<file path="src/rtl/wb_pkg.sv">
// Shared types for the writeback stage: load encodings, FSM states and
// the byte-offset width helper.
package wb_pkg;

  typedef enum logic [2:0] {
    LT_LW    = 3'd0,
    LT_LB    = 3'd1,
    LT_LBU   = 3'd2,
    LT_LH    = 3'd3,
    LT_LHU   = 3'd4,
    LT_LWS32 = 3'd5,
    LT_LWU32 = 3'd6
  } load_type_e;

  typedef enum logic {
    ST_IDLE = 1'b0,
    ST_WAIT = 1'b1
  } state_e;

  localparam int LT_W = 3;

  function automatic int off_width(input int data_w);
    return $clog2(data_w / 8);
  endfunction

endpackage

</file>
<file path="src/rtl/wb_load_align.sv">
// Little-endian sub-word extraction with sign/zero extension for loads.
// Low offset bits below the access size are ignored.
module wb_load_align
  import wb_pkg::*;
#(
  parameter int DATA_W = 32,
  parameter int OFF_W  = off_width(DATA_W)
) (
  input  logic [LT_W-1:0]   load_type,
  input  logic [OFF_W-1:0]  byte_off,
  input  logic [DATA_W-1:0] rdata,
  output logic [DATA_W-1:0] data
);

  localparam int NB = DATA_W / 8;

  logic [7:0]        lane [NB];
  logic [OFF_W-1:0]  off_h;
  logic [OFF_W-1:0]  off_w;
  logic [7:0]        byte_v;
  logic [15:0]       half_v;
  logic [31:0]       word_v;
  logic [DATA_W-1:0] word_s;
  logic [DATA_W-1:0] word_u;

  for (genvar gi = 0; gi < NB; gi++) begin : g_lane
    assign lane[gi] = rdata[gi*8 +: 8];
  end

  assign off_h  = byte_off & ~OFF_W'(1);
  assign off_w  = byte_off & ~OFF_W'(3);
  assign byte_v = lane[byte_off];
  assign half_v = {lane[off_h | OFF_W'(1)], lane[off_h]};
  assign word_v = {lane[off_w | OFF_W'(3)], lane[off_w | OFF_W'(2)],
                   lane[off_w | OFF_W'(1)], lane[off_w]};

  // On a 32-bit datapath the 32-bit word forms collapse to the full word.
  if (DATA_W > 32) begin : g_word_ext
    assign word_s = {{(DATA_W-32){word_v[31]}}, word_v};
    assign word_u = {{(DATA_W-32){1'b0}}, word_v};
  end else begin : g_word_full
    assign word_s = word_v;
    assign word_u = word_v;
  end

  always_comb begin
    data = rdata;
    case (load_type)
      LT_LB:    data = {{(DATA_W-8){byte_v[7]}}, byte_v};
      LT_LBU:   data = {{(DATA_W-8){1'b0}}, byte_v};
      LT_LH:    data = {{(DATA_W-16){half_v[15]}}, half_v};
      LT_LHU:   data = {{(DATA_W-16){1'b0}}, half_v};
      LT_LWS32: data = word_s;
      LT_LWU32: data = word_u;
      default:  data = rdata;
    endcase
  end

endmodule

</file>
<file path="src/rtl/wb_unit.sv">
// Writeback stage: valid/ready intake, holds a load until memory data
// returns, drives a registered regfile write, counts retirements.
module wb_unit
  import wb_pkg::*;
#(
  parameter int DATA_W = 32,
  parameter int REG_AW = 5,
  parameter int CNT_W  = 32
) (
  input  logic                         clk_i,
  input  logic                         rst_i,
  input  logic                         in_valid_i,
  output logic                         in_ready_o,
  input  logic [DATA_W-1:0]            in_alu_i,
  input  logic [REG_AW-1:0]            in_rd_i,
  input  logic                         in_reg_write_i,
  input  logic                         in_mem_to_reg_i,
  input  logic [2:0]                   in_load_type_i,
  input  logic [off_width(DATA_W)-1:0] in_byte_off_i,
  input  logic                         mem_rvalid_i,
  input  logic [DATA_W-1:0]            mem_rdata_i,
  output logic                         wb_we_o,
  output logic [REG_AW-1:0]            wb_addr_o,
  output logic [DATA_W-1:0]            wb_data_o,
  output logic [CNT_W-1:0]             retire_cnt_o,
  output logic                         protocol_err_o
);

  localparam int OFF_W = off_width(DATA_W);

  state_e            state_reg;
  logic [REG_AW-1:0] pend_rd_reg;
  logic              pend_we_reg;
  logic [LT_W-1:0]   pend_lt_reg;
  logic [OFF_W-1:0]  pend_off_reg;
  logic              we_reg;
  logic [REG_AW-1:0] addr_reg;
  logic [DATA_W-1:0] data_reg;
  logic [CNT_W-1:0]  cnt_reg;
  logic              err_reg;

  logic              in_wait;
  logic              accept;
  logic              complete;
  logic              stray;
  logic              we_next;
  logic [REG_AW-1:0] sel_rd;
  logic              sel_we;
  logic [LT_W-1:0]   sel_lt;
  logic [OFF_W-1:0]  sel_off;
  logic [DATA_W-1:0] aligned;
  logic [DATA_W-1:0] result;

  assign in_wait    = (state_reg == ST_WAIT);
  assign in_ready_o = !in_wait && !rst_i;
  assign accept     = in_valid_i && in_ready_o;

  // While waiting, the captured fields describe the instruction being completed.
  assign sel_rd  = in_wait ? pend_rd_reg  : in_rd_i;
  assign sel_we  = in_wait ? pend_we_reg  : in_reg_write_i;
  assign sel_lt  = in_wait ? pend_lt_reg  : in_load_type_i;
  assign sel_off = in_wait ? pend_off_reg : in_byte_off_i;

  wb_load_align #(.DATA_W(DATA_W), .OFF_W(OFF_W)) u_align (
    .load_type (sel_lt),
    .byte_off  (sel_off),
    .rdata     (mem_rdata_i),
    .data      (aligned)
  );

  assign complete = in_wait ? mem_rvalid_i
                            : (accept && (!in_mem_to_reg_i || mem_rvalid_i));
  assign result   = (!in_wait && !in_mem_to_reg_i) ? in_alu_i : aligned;
  assign stray    = !in_wait && mem_rvalid_i && !(accept && in_mem_to_reg_i);
  assign we_next  = complete && sel_we && (sel_rd != '0);

  always_ff @(posedge clk_i) begin
    if (rst_i) begin
      state_reg    <= ST_IDLE;
      pend_rd_reg  <= '0;
      pend_we_reg  <= 1'b0;
      pend_lt_reg  <= '0;
      pend_off_reg <= '0;
      we_reg       <= 1'b0;
      addr_reg     <= '0;
      data_reg     <= '0;
      cnt_reg      <= '0;
      err_reg      <= 1'b0;
    end else begin
      we_reg <= we_next;
      if (complete) begin
        addr_reg <= sel_rd;
        data_reg <= result;
        cnt_reg  <= cnt_reg + CNT_W'(1);
      end
      if (stray) err_reg <= 1'b1;
      case (state_reg)
        ST_IDLE: begin
          if (accept && in_mem_to_reg_i && !mem_rvalid_i) begin
            state_reg    <= ST_WAIT;
            pend_rd_reg  <= in_rd_i;
            pend_we_reg  <= in_reg_write_i;
            pend_lt_reg  <= in_load_type_i;
            pend_off_reg <= in_byte_off_i;
          end
        end
        ST_WAIT: if (mem_rvalid_i) state_reg <= ST_IDLE;
        default: state_reg <= ST_IDLE;
      endcase
    end
  end

  assign wb_we_o        = we_reg;
  assign wb_addr_o      = addr_reg;
  assign wb_data_o      = data_reg;
  assign retire_cnt_o   = cnt_reg;
  assign protocol_err_o = err_reg;

endmodule
</file>
<file path="config.mk">
export PLATFORM = sky130hd
export DESIGN_NAME = wb_unit
export DESIGN_NICKNAME = d
export VERILOG_FILES = /design/src/rtl/wb_pkg.sv /design/src/rtl/wb_load_align.sv /design/src/rtl/wb_unit.sv
export SDC_FILE = /design/constraint.sdc
export NUM_CORES = 1
export LEC_CHECK = 0
export CAP_MARGIN = 40
export CORE_ASPECT_RATIO = 1.75
export CORE_UTILIZATION = 47
export DETAILED_ROUTE_END_ITERATION = 6
export PLACE_DENSITY = 0.81
export SETUP_SLACK_MARGIN = 0.1
export SYNTH_ARGS = -nofsm -noshare
export SYNTH_HDL_FRONTEND = slang
export SYNTH_HIERARCHICAL = 1
export SYNTH_SLANG_ARGS = --single-unit
</file>
<file path="constraint.sdc">
create_clock -name clk_i -period 3.36 [get_ports clk_i]
set_input_delay 0.336 -clock clk_i [delete_from_list [all_inputs] [get_ports clk_i]]
set_output_delay 0.336 -clock clk_i [all_outputs]
set_load 0.1 [all_outputs]
</file>
* Word-level counts from Yosys, hierarchy flattened
Index checks and enable logic that the tools add are counted.
** Storage, ports and cells
- Flip-flop bits (word level) :: 83
- Input bits :: 80
** Cells by class
- $add $sub $neg :: 1
- $lt $le $gt $ge :: 3
- Eq/ne operators :: 4
- Multiplexer cells :: 19
- Bitwise logic cells :: 4
- Reduce and logical (&&, ||, !) cells :: 18
** Operator list (number)
- 32-bit one-hot mux with 4 select lines :: 1
- 8-bit binary-select mux with 2-bit select :: 3
- 8-bit 2-to-1 mux :: 6
- 32-bit by 1-bit adder with 32-bit output, second input constant :: 1
- 32-bit 2-to-1 mux :: 1
- 1-bit logical AND :: 10
- 3-bit greater-or-equal comparator, second input constant :: 3
- 2-bit inverter with 3-bit output :: 3
- 3-bit by 2-bit equality test with 1-bit output, second input constant :: 2
- 1-bit logical NOT :: 5
- 5-bit 2-to-1 mux :: 1
- 5-bit nonzero test :: 1
- 1-bit 2-to-1 mux :: 4
- 3-bit by 1-bit equality test with 1-bit output, second input constant :: 1
- 3-bit equality test, second input constant :: 1
- 3-bit 2-to-1 mux :: 1
- 2-bit 2-to-1 mux :: 1
- 1-bit one-hot mux with 2 select lines :: 1
- 2-bit AND reduction :: 1
- 1-bit logical OR :: 1
- 1-bit inverter :: 1

* Depth between registers and ports, before layout
Gate-level depths: netlist of run 1.
- Depth after elaboration :: 7
- Mapped depth :: 12
- Depth with buffers taken out :: 7

* Hierarchy
Netlist of run 1, hierarchy kept.
** Modules (own cells, without submodules)
- wb_unit :: times used 1, cells each 447, area an instance 3782.4 um^2, sequential area each 1661.6 um^2
- wb_load_align :: times used 1, cells each 125, area an instance 920.9 um^2, sequential area each 0.0 um^2

* Worst setup path before layout of run 1
OpenSTA, ideal clock, no wires.
- Path kind :: flip-flop to flip-flop
- From :: register state_reg, in the netlist in_wait
- To :: register data_reg[1], in the netlist wb_data_o[1]
- Setup time :: 0.091 ns
- Data arrival time :: 2.562 ns
- Data required time :: 3.269 ns
- Path slack :: 0.707 ns
- Stages on the path, launching flop included :: 13
- Buffers on the path :: 5
- Path through :: dfxtp_1 buf_2 buf_2 buf_2 mux2_2 clkbuf_1 nor2_1 xor2_1 buf_2 nand2_1 o221ai_1 o21ai_0 a311oi_1
** RTL lines
- start, declared :: RTL line wb_unit.sv:31 : state_e state_reg;
- start signal, assigned :: RTL line wb_unit.sv:79 : state_reg <= ST_IDLE;
- start signal, assigned :: RTL line wb_unit.sv:100 : state_reg <= ST_WAIT;
- start signal, assigned :: RTL line wb_unit.sv:107 : ST_WAIT: if (mem_rvalid_i) state_reg <= ST_IDLE;
- 3-bit 2-to-1 mux * :: RTL line wb_unit.sv:61 : assign sel_lt = in_wait ? pend_lt_reg : in_load_type_i;
- net sel_lt[1] :: RTL line wb_unit.sv:49 : logic [LT_W-1:0] sel_lt;
- 3-bit equality test (tied with other cells) :: RTL line wb_load_align.sv:48 : case (load_type)
- 32-bit one-hot mux with 4 select lines * :: RTL line wb_load_align.sv:48
- net aligned[1] :: RTL line wb_unit.sv:51 : logic [DATA_W-1:0] aligned;
- 32-bit 2-to-1 mux * :: RTL line wb_unit.sv:73 : assign result = (!in_wait && !in_mem_to_reg_i) ? in_alu_i : aligned;
- end signal, assigned :: RTL line wb_unit.sv:93 : data_reg <= result;
- end, declared :: RTL line wb_unit.sv:38 : logic [DATA_W-1:0] data_reg;
Mark *: on every way through the listed nets, which the timed path passes. The rest lies on a longest branch. The select of a mux whose other input is x is not followed.
A chain may end at the register's enable or synchronous reset.

* Worst setup path after layout of run 1
- From :: register state_reg, in the netlist in_wait
- To :: register data_reg[12], in the netlist wb_data_o[12]
Same word-level chain as after synthesis.

==> out/results.tsv, run 1 <==
metric	value	unit
max-slew violation count	0	
die area	0.0104	mm2
clock skew	0.0107	ns
total negative slack	0	ns
max_cap viols	0	
Synth async-reset ratio	0	
critical path capture point type	register	
Die Y	134	um
CP startpoint kind	register	
initial antenna violation count	0	
Reg clk slew, reported paths	0.06	ns
Final Hold Fails	0	
unrepaired setup endpoints after global routing	no	
status	complete, no violations	
Multi-input gate area	0.00281	mm2
initial cell density of the core	0.480	
worst skew pair latency	0.34	ns
number of buffers created by CTS	9	
Die W	77.6	um
Worst Path Arrival	3.05	ns
register area	0.00166	mm2
worst setup path start	in_wait	
Seq/Total Area, Yosys	0.353	
pwr/cell area	411	mW/mm2
f_max	0.352	GHz
drt via density	6.21	
CTS tree	done	
layout cells sized above 1	0.156	
ANT cells	0	
final period utilization	0.845	
final instance area	0.00775	mm2
Setup violations, final	0	
# Post-CTS Setup Buffers	0	
worst IR drop on VDD	0.000294	V
post-CTS sizing	0	
post-layout min period	2.84	ns
drt drc	0	
vias in the first global route	5672	
Final Core Density	0.792	
largest net degree at the start of global routing	87	
Pleak	0.00294	uW
gpl congestion	0.942	
grt ovf	0	
Max Fanout on Critical Path	21	
site row count	48	
Synth cell types	53	
YS warnings	6	
Slew headroom	0.379	
Hold Crit Class	reg -> reg	
dpl hpwl	13.9	mm
clock sinks	83	
Fillers	599	
Vias	5586	
worst r2r src	in_wait	
fin nets	852	
number of enable flip-flop cells after synthesis	0	
synthesized instance count	572	
min-delay src	pend_lt_reg[2]	
CTS H-Tree Depth	3	
DP Area	0.00743	mm2
final WL	19.1	mm
core area	0.00979	mm2
Setup WS post-layout	0.521	ns
cts hold-fix bufs	0	
drt pass-1 iters	5	
main flop type after synthesis	dfxtp_1	
DR iter-0 viols	475	
Routed Antenna Nets	0	
first-pass GRT wire length	29.6	mm
average size of a mapped cell	8.22	um2
flops & latches, synth	83	
root buffer cell	clkbuf_16	
syn nets	653	
Least-Margin Pin Slew	0.932	ns
Post-Syn Area	0.00470	mm2
WL/cell	21.2	um
Critical Path RT	3.57	ns
Boundary Pins	152	
Max clock buf depth	2	
Crit Path Class	reg -> reg	
GRT Overall Usage	0.369	
Port Buffer Count	151	
Place WS	0.414	ns
Area Growth Syn to Fin	64.9	%
## worst paths after layout
kind,cells past startpoint,slack (ns),to
hold / removal,2,0.49,pend_lt_reg[2]
setup / recovery,7,0.52,wb_data_o[12]
setup reg to reg,7,0.52,wb_data_o[12]
hold reg to reg,2,0.49,pend_lt_reg[2]
## Yosys cell counts (2+ instances only)
library cell   n  share of area
inv_1          6         0.0048
a21oi_1        9         0.0096
o221ai_1       7          0.013
buf_4          2         0.0032
or3_1          4         0.0053
a311oi_1      32          0.060
a221o_1        8          0.017
a211oi_1      12          0.019
and3_1         4         0.0053
o211ai_1       2         0.0032
nor2_1        83          0.066
nand2_1       68          0.054
and4_2         2         0.0043
o21a_1         8          0.013
clkbuf_1      21          0.017
xnor2_1       11          0.020
mux2_4         2         0.0064
o21ai_0       39          0.042
buf_2         18          0.019
nand4_1       17          0.023
o21ai_1        3         0.0032
nor4_1         9          0.012
mux2i_1       31          0.066
o22ai_1        2         0.0027
nor2b_1        5         0.0067
a21o_1        17          0.027
mux2_2         5          0.012
nor3_1         9         0.0096
dfxtp_1       83           0.35
buf_6          2         0.0048
buf_1          3         0.0024
xor2_1        17          0.032
and2_1         4         0.0053
nand3_1        8         0.0085
## metrics by stage
stage,hold WS [ns],std cells,power (uW)
global placement,0.457,814,1910
CTS,0.495,899,3180
finish,0.490,899,3190
global route,0.515,899,3280
detailed placement,0.479,885,2070
floorplan,0.413,572,1640
## where the power goes
part,switching (uW),internal [uW]
sequential,30.1,1030
combinational,606,405
clock,400,718
total,1040,2150
## metal layers
| metal | wire length, um | up-vias | GRT usage |
|---|---|---|---|
| met3 | 1170 | 88 | 0.0789 |
| met2 | 10400 | 323 | 0.673 |
| met4 | 1100 | 0 | 0.252 |
| li1 | - | 2489 | - |
| met1 | 6350 | 2686 | 0.368 |
| met5 | 0 | - | 0 |
## worst max-delay path: stages, from the launching register on
cell and delay [ns]:
dfxtp_2 0.44, mux2_2 0.56, nor2b_1 0.25, nand2_1 0.13, nor2_1 0.54, a221o_1 0.26
o21ai_0 0.12, a311oi_1 0.40
## cells by family after synthesis
logic type | Yosys count | synth area share
AO/OA/AOI/OAI | 146 | 0.226
XOR/XNOR | 28 | 0.0521
adder cells (fa/ha/maj) | 2 | 0.00479
buffers and inverters | 52 | 0.0511
flip-flops | 83 | 0.353
multiplexers | 40 | 0.0915
AND/OR/NAND/NOR | 221 | 0.221
## layout by cell type (no fill, tap or decap), types with 6 or more instances in the layout
cell type / n
clkdlybuf4s50_1: 149
nor2_1: 82
dfxtp_1: 82
nand2_1: 68
buf_8: 62
o21ai_0: 39
a311oi_1: 32
mux2i_1: 31
nand4_1: 17
xor2_1: 17
a21o_1: 17
buf_4: 13
a211oi_1: 12
xnor2_1: 11
nor3_1: 9
a21oi_1: 9
clkbuf_16: 9
buf_16: 9
nand3_1: 8
nor4_1: 8
a221o_1: 8
o221ai_1: 7
o21a_1: 7
inv_1: 6
## area by class of cell
class / count / share of cell area
clock buffers: 9 / 0.0290
clock inverters: 5 / 0.0134
inverters: 6 / 0.00290
multi-input cells: 437 / 0.363
flip-flops and latches: 83 / 0.214
well taps: 125 / 0.0202
repair buffers: 234 / 0.358
Note: power is estimated with default switching activity, not from simulation.
==> run 2, diff against run 1 <==
--- a/config.mk
+++ b/config.mk
@@ -7,9 +7,9 @@
 export LEC_CHECK = 0
 export CAP_MARGIN = 40
 export CORE_ASPECT_RATIO = 1.75
-export CORE_UTILIZATION = 47
+export CORE_UTILIZATION = 42
 export DETAILED_ROUTE_END_ITERATION = 6
-export PLACE_DENSITY = 0.81
+export PLACE_DENSITY = 0.77
 export SETUP_SLACK_MARGIN = 0.1
 export SYNTH_ARGS = -nofsm -noshare
 export SYNTH_HDL_FRONTEND = slang
==> constraint.sdc (replaced) <==
create_clock -name clk_i -period 2.6 [get_ports clk_i]
set_input_delay 0.26 -clock clk_i [delete_from_list [all_inputs] [get_ports clk_i]]
set_output_delay 0.26 -clock clk_i [all_outputs]
set_load 0.1 [all_outputs]
==> run 2 against run 1 <==
Against the previous run:
- sequential power rose by 28%
- critical endpoint is now wb_data_o[13]
- worst setup slack worse by 0.25 ns
- first-iteration DRC count is 48% lower
- hold slack worse by 0.049 ns
- die area increased by 12%
- wire length shrank 20%
- design area shrank 16%
- sequential share of layout area rose by 4.0 points
- register-to-register slack got worse by 0.25 ns
- critical path depth unchanged
==> out/results.tsv, run 2 (synthesized netlist as in run 1, its figures left out) <==
metric	value	unit	change
CP bufs+invs	0		unchanged
most common cell after layout, fill and taps aside	buf_4		
die area	0.0116	mm2	+12%
critical path cell sequence	mux2_2, nor2b_1, nand2_1, nor2_1, a221o_1, o21ai_0, a311oi_1		
post-CTS sizing	0		unchanged
drt via density	5.82		-6.3%
Final Core Density	0.603		-0.189
Port Buffer Count	151		unchanged
Die W	82.0	um	+5.6%
hold_ws	0.441	ns	-0.0490 ns
Max Fanout on Critical Path	11		-48%
vias in the first global route	4797		-15%
clock sinks	83		unchanged
Routed Antenna Nets	0		unchanged
pwr/cell area	594	mW/mm2	+45%
Fillers	934		+56%
CP delay by family, top	simple AND/OR/NAND/NOR gates		
final period utilization	0.894		+0.0495
Setup violations, final	0		unchanged
GRT Overall Usage	0.266		-0.103
Reg clk slew, reported paths	0.06	ns	about the same
Worst Path Arrival	2.57	ns	-0.48 ns
f_max	0.430	GHz	+22%
critical path capture point type	register		
number of buffers created by CTS	9		unchanged
unrepaired setup endpoints after global routing	no		
# Post-CTS Setup Buffers	0		unchanged
Boundary Pins	152		unchanged
final WL	15.3	mm	-20%
post-layout min period	2.33	ns	-0.513 ns
initial cell density of the core	0.435		-0.0459
Final Hold Fails	0		unchanged
worst IR drop on VDD	0.000488	V	+66%
clock skew	0.00704	ns	-0.00361 ns
core area	0.0108	mm2	+11%
Least-Margin Pin Slew	0.708	ns	-0.223 ns
drt drc	0		unchanged
fin nets	789		-7.4%
site row count	50		+4.2%
root buffer cell	clkbuf_16		
Pleak	0.00258	uW	-12%
ANT cells	0		unchanged
Vias	4910		-12%
max_cap viols	0		unchanged
most frequent cells in the layout	88 x buf_4, 82 x dfxtp_1, 81 x nor2_1, 78 x clkdlybuf4s50_1, 68 x nand2_1		
CTS tree	done		
crit-path max cell delay	0.46	ns	-0.10 ns
layout cells sized above 1	0.185		+0.0288
cts hold-fix bufs	0		unchanged
Hold Crit Class	in -> reg		
Critical Path RT	2.85	ns	-0.72 ns
CP startpoint kind	register		
slowest CP cell	mux2_2		
status	complete, no violations		
first-pass GRT wire length	23.7	mm	-20%
initial antenna violation count	0		unchanged
total negative slack	0	ns	unchanged
Slew headroom	0.525		+0.146
max-slew violation count	0		unchanged
CTS H-Tree Depth	3		unchanged
gpl congestion	0.860		-8.7%
dpl hpwl	11.4	mm	-18%
largest net degree at the start of global routing	87		unchanged
WL/cell	18.1	um	-15%
grt ovf	0		unchanged
Area Growth Syn to Fin	38.8	%	
worst skew pair latency	0.34	ns	about the same
Max clock buf depth	2		unchanged
drt pass-1 iters	4		-1
Die Y	142	um	+5.7%
DR iter-0 viols	249		-48%
Crit Path Class	reg -> reg		
-- run 2: changes by cell type in the layout (fill, tap and decap cells not counted), sizes merged --
cell and change:
inv +1, buf +8, clkinvlp +2, bufinv -1
clkinv -2, clkbuf +2, clkdlybuf4s50 -71
-- run 2: routing by layer --
metal  vias to the layer above  track usage  wire length, um
met4                         0        0.145              640
li1                       2353            -                -
met5                         -            0                0
met1                      2327        0.287             5630
met2                       188        0.470             8150
met3                        42       0.0538              845
-- run 2: final cells by class --
type	instances	area, um2	share of cell area
Multi-Input combinational cell	437	2820	0.432
Sequential cell	83	1660	0.255
Timing Repair Buffer	171	1530	0.234
Clock buffer	11	253	0.0387
Tap cell	130	163	0.0249
Clock inverter	5	83.8	0.0128
Inverter	6	22.5	0.00345
-- run 2: worst reg2reg max path: cells and delay by family (launching register included) --
| kind | cells | cell delay, ns |
|---|---|---|
| flip-flops | 1 | 0.42 |
| multiplexers | 1 | 0.47 |
| AO/OA/AOI/OAI | 3 | 0.61 |
| AND/OR/NAND/NOR | 3 | 0.75 |
-- run 2: worst paths after layout --
| check | start | end | slack, ns | depth (start not counted) |
|---|---|---|---|---|
| setup / recovery | in_wait | wb_data_o[13] | 0.27 | 7 |
| hold / removal | rst_i | retire_cnt_o[14] | 0.44 | 3 |
| setup reg to reg | in_wait | wb_data_o[13] | 0.27 | 7 |
| hold reg to reg | protocol_err_o | protocol_err_o | 0.47 | 2 |
-- run 2: per-stage QoR --
step                      cell area, um2  total power, uW  instances  setup slack, ns
final                               6530             3880        843            0.274
after global placement              6190             2460        827            0.147
after global routing                6530             4020        843            0.104
after floorplan                     4710             2130        572            0.111
after CTS                           6530             3900        843            0.284
after detailed placement            6190             2470        827           0.0805
-- run 2: power by group --
| group | internal (uW) | switching (uW) | total [uW] |
|---|---|---|---|
| Sequential | 1330 | 35.7 | 1360 |
| Clock | 897 | 535 | 1430 |
| Combinational | 368 | 717 | 1090 |
| Total | 2590 | 1290 | 3880 |
==> run 3, diff against run 2 <==
--- a/config.mk
+++ b/config.mk
@@ -9,6 +9,7 @@
 export CORE_ASPECT_RATIO = 1.75
 export CORE_UTILIZATION = 42
 export DETAILED_ROUTE_END_ITERATION = 6
+export MAX_ROUTING_LAYER = met4
 export PLACE_DENSITY = 0.77
 export SETUP_SLACK_MARGIN = 0.1
 export SYNTH_ARGS = -nofsm -noshare
==> run 3 against run 2 <==
Against the previous run:
- clock-buffer cell count fell by 1
- non-clock buffer count grew 1
- register-to-register slack is essentially flat
- power is 3.7% higher
- final cell count grew 0.24%
==> out/results.tsv, run 3 (synthesized netlist as in run 1, its figures left out) <==
metric	value	unit	change
vias in the first global route	4670		-2.6%
Area Growth Syn to Fin	39.6	%	
Pwr Total	4030	uW	+3.7%
worst IR drop on VDD	0.000424	V	-13%
most common cell after layout, fill and taps aside	buf_4		
Die Y	142	um	unchanged
Vias	4896		-0.29%
Final Hold Fails	0		unchanged
gpl congestion	0.897		+4.2%
CTS tree	done		
slowest CP cell	mux2_2		
critical path cell sequence	mux2_2, nor2_2, xor2_1, buf_12, nand2_1, o221ai_1, o21ai_0, a311oi_1		
worst setup path start	in_wait		
grt ovf	0		unchanged
root buffer cell	clkbuf_16		
Hold Crit Class	in -> reg		
Crit Path Class	reg -> reg		
drt drc	0		unchanged
final non-filler cell total	845		+0.24%
final period utilization	0.898		+0.00322
first-pass GRT wire length	23.3	mm	-1.5%
clock sinks	83		unchanged
Slew headroom	0.509		-0.0152
drt via density	5.79		-0.52%
die area	0.0116	mm2	unchanged
dpl hpwl	11.5	mm	+0.17%
max-slew violation count	0		unchanged
site row count	50		unchanged
clock skew	0.00759	ns	+0.000547 ns
total negative slack	0	ns	unchanged
cts hold-fix bufs	0		unchanged
DR iter-0 viols	321		+29%
CP delay by family, top	compound AO/OA/AOI/OAI gates		
Boundary Pins	152		unchanged
Least-Margin Pin Slew	0.731	ns	+0.0226 ns
Setup violations, final	0		unchanged
Reg clk slew, reported paths	0.06	ns	about the same
critical path capture point type	register		
Worst Path Arrival	2.55	ns	-0.02 ns
core area	0.0108	mm2	unchanged
Pleak	0.00260	uW	+0.77%
initial cell density of the core	0.435		unchanged
max_cap viols	0		unchanged
Die W	82.0	um	unchanged
Fillers	962		+3.0%
initial antenna violation count	0		unchanged
CTS H-Tree Depth	3		unchanged
WL/cell	18.2	um	+0.53%
Setup WS post-layout	0.266	ns	-0.00838 ns
worst r2r src	in_wait		
Max clock buf depth	2		unchanged
most frequent cells in the layout	89 x buf_4, 82 x dfxtp_1, 81 x nor2_1, 78 x clkdlybuf4s50_1, 68 x nand2_1		
# Post-CTS Setup Buffers	0		unchanged
Max Fanout on Critical Path	22		+11
status	complete, no violations		
pwr/cell area	613	mW/mm2	+3.1%
post-layout min period	2.33	ns	+0.00838 ns
post-CTS sizing	0		unchanged
drt pass-1 iters	5		+1
worst skew pair latency	0.34	ns	about the same
Place WS	0.109	ns	+0.0283 ns
min-delay src	rst_i		
Routed Antenna Nets	0		unchanged
Critical Path RT	2.82	ns	-0.03 ns
crit-path max cell delay	0.45	ns	about the same
largest net degree at the start of global routing	87		unchanged
fin nets	790		+0.13%
unrepaired setup endpoints after global routing	no		
final WL	15.4	mm	+0.77%
f_max	0.428	GHz	-0.36%
Port Buffer Count	151		unchanged
CP startpoint kind	register		
GRT Overall Usage	0.271		+0.00409
placed cells	828		+0.12%
layout cells sized above 1	0.185		-0.000259
CP bufs+invs	1		+1
number of buffers created by CTS	9		unchanged
[run 3: cell types whose count changed in the layout (fill, tap and decap cells not counted), sizes merged]
| cell | previous run | this run |
|---|---|---|
| bufinv | 2 | 4 |
| buf | 93 | 94 |
| clkbuf | 11 | 10 |
| clkinvlp | 2 | 1 |
| diode | 0 | 1 |
[run 3: final cells by class]
cell class | instances | area (um2) | area share
repair buffers | 172 | 1530 | 0.234
flip-flops and latches | 83 | 1660 | 0.253
well taps | 130 | 163 | 0.0248
clock buffers | 10 | 229 | 0.0349
clock inverters | 6 | 136 | 0.0208
multi-input cells | 437 | 2820 | 0.429
inverters | 6 | 22.5 | 0.00343
diodes | 1 | 2.50 | 0.000381
[run 3: report_power, final]
part,leakage [uW],internal (uW),switching [uW]
Clock,0.000173,1040,534
Sequential,0.000677,1330,36.6
Combinational,0.00175,369,718
Total,0.00260,2740,1290
[run 3: path summary, 6_finish.rpt]
check,cells past startpoint,slack (ns),end
setup / recovery,8,0.27,wb_data_o[1]
hold / removal,3,0.44,retire_cnt_o[18]
setup reg to reg,8,0.27,wb_data_o[1]
hold reg to reg,2,0.48,protocol_err_o
[run 3: worst reg2reg max path, cell delays in order (launching register included)]
cell and delay [ns]:
dfxtp_2 0.44, mux2_2 0.46, nor2_2 0.17, xor2_1 0.34, buf_12 0.21, nand2_1 0.06
o221ai_1 0.06, o21ai_0 0.13, a311oi_1 0.36
[run 3: through the flow]
step,hold slack (ns),area (um2),util
after floorplan,0.337,4710,-
after global placement,0.454,6200,0.573
after detailed placement,0.473,6200,0.573
after CTS,0.443,6570,0.607
after global routing,0.453,6570,0.607
final,0.436,6570,0.607
[run 3: per-layer routing]
metal / global-route usage / part of all wire / vias up / routed length [um]
li1: - / - / 2366 / -
met1: 0.292 / 0.37 / 2315 / 5770
met2: 0.472 / 0.53 / 181 / 8190
met3: 0.0385 / 0.058 / 34 / 899
met4: 0.127 / 0.035 / 0 / 538
met5: - / 0 / - / 0
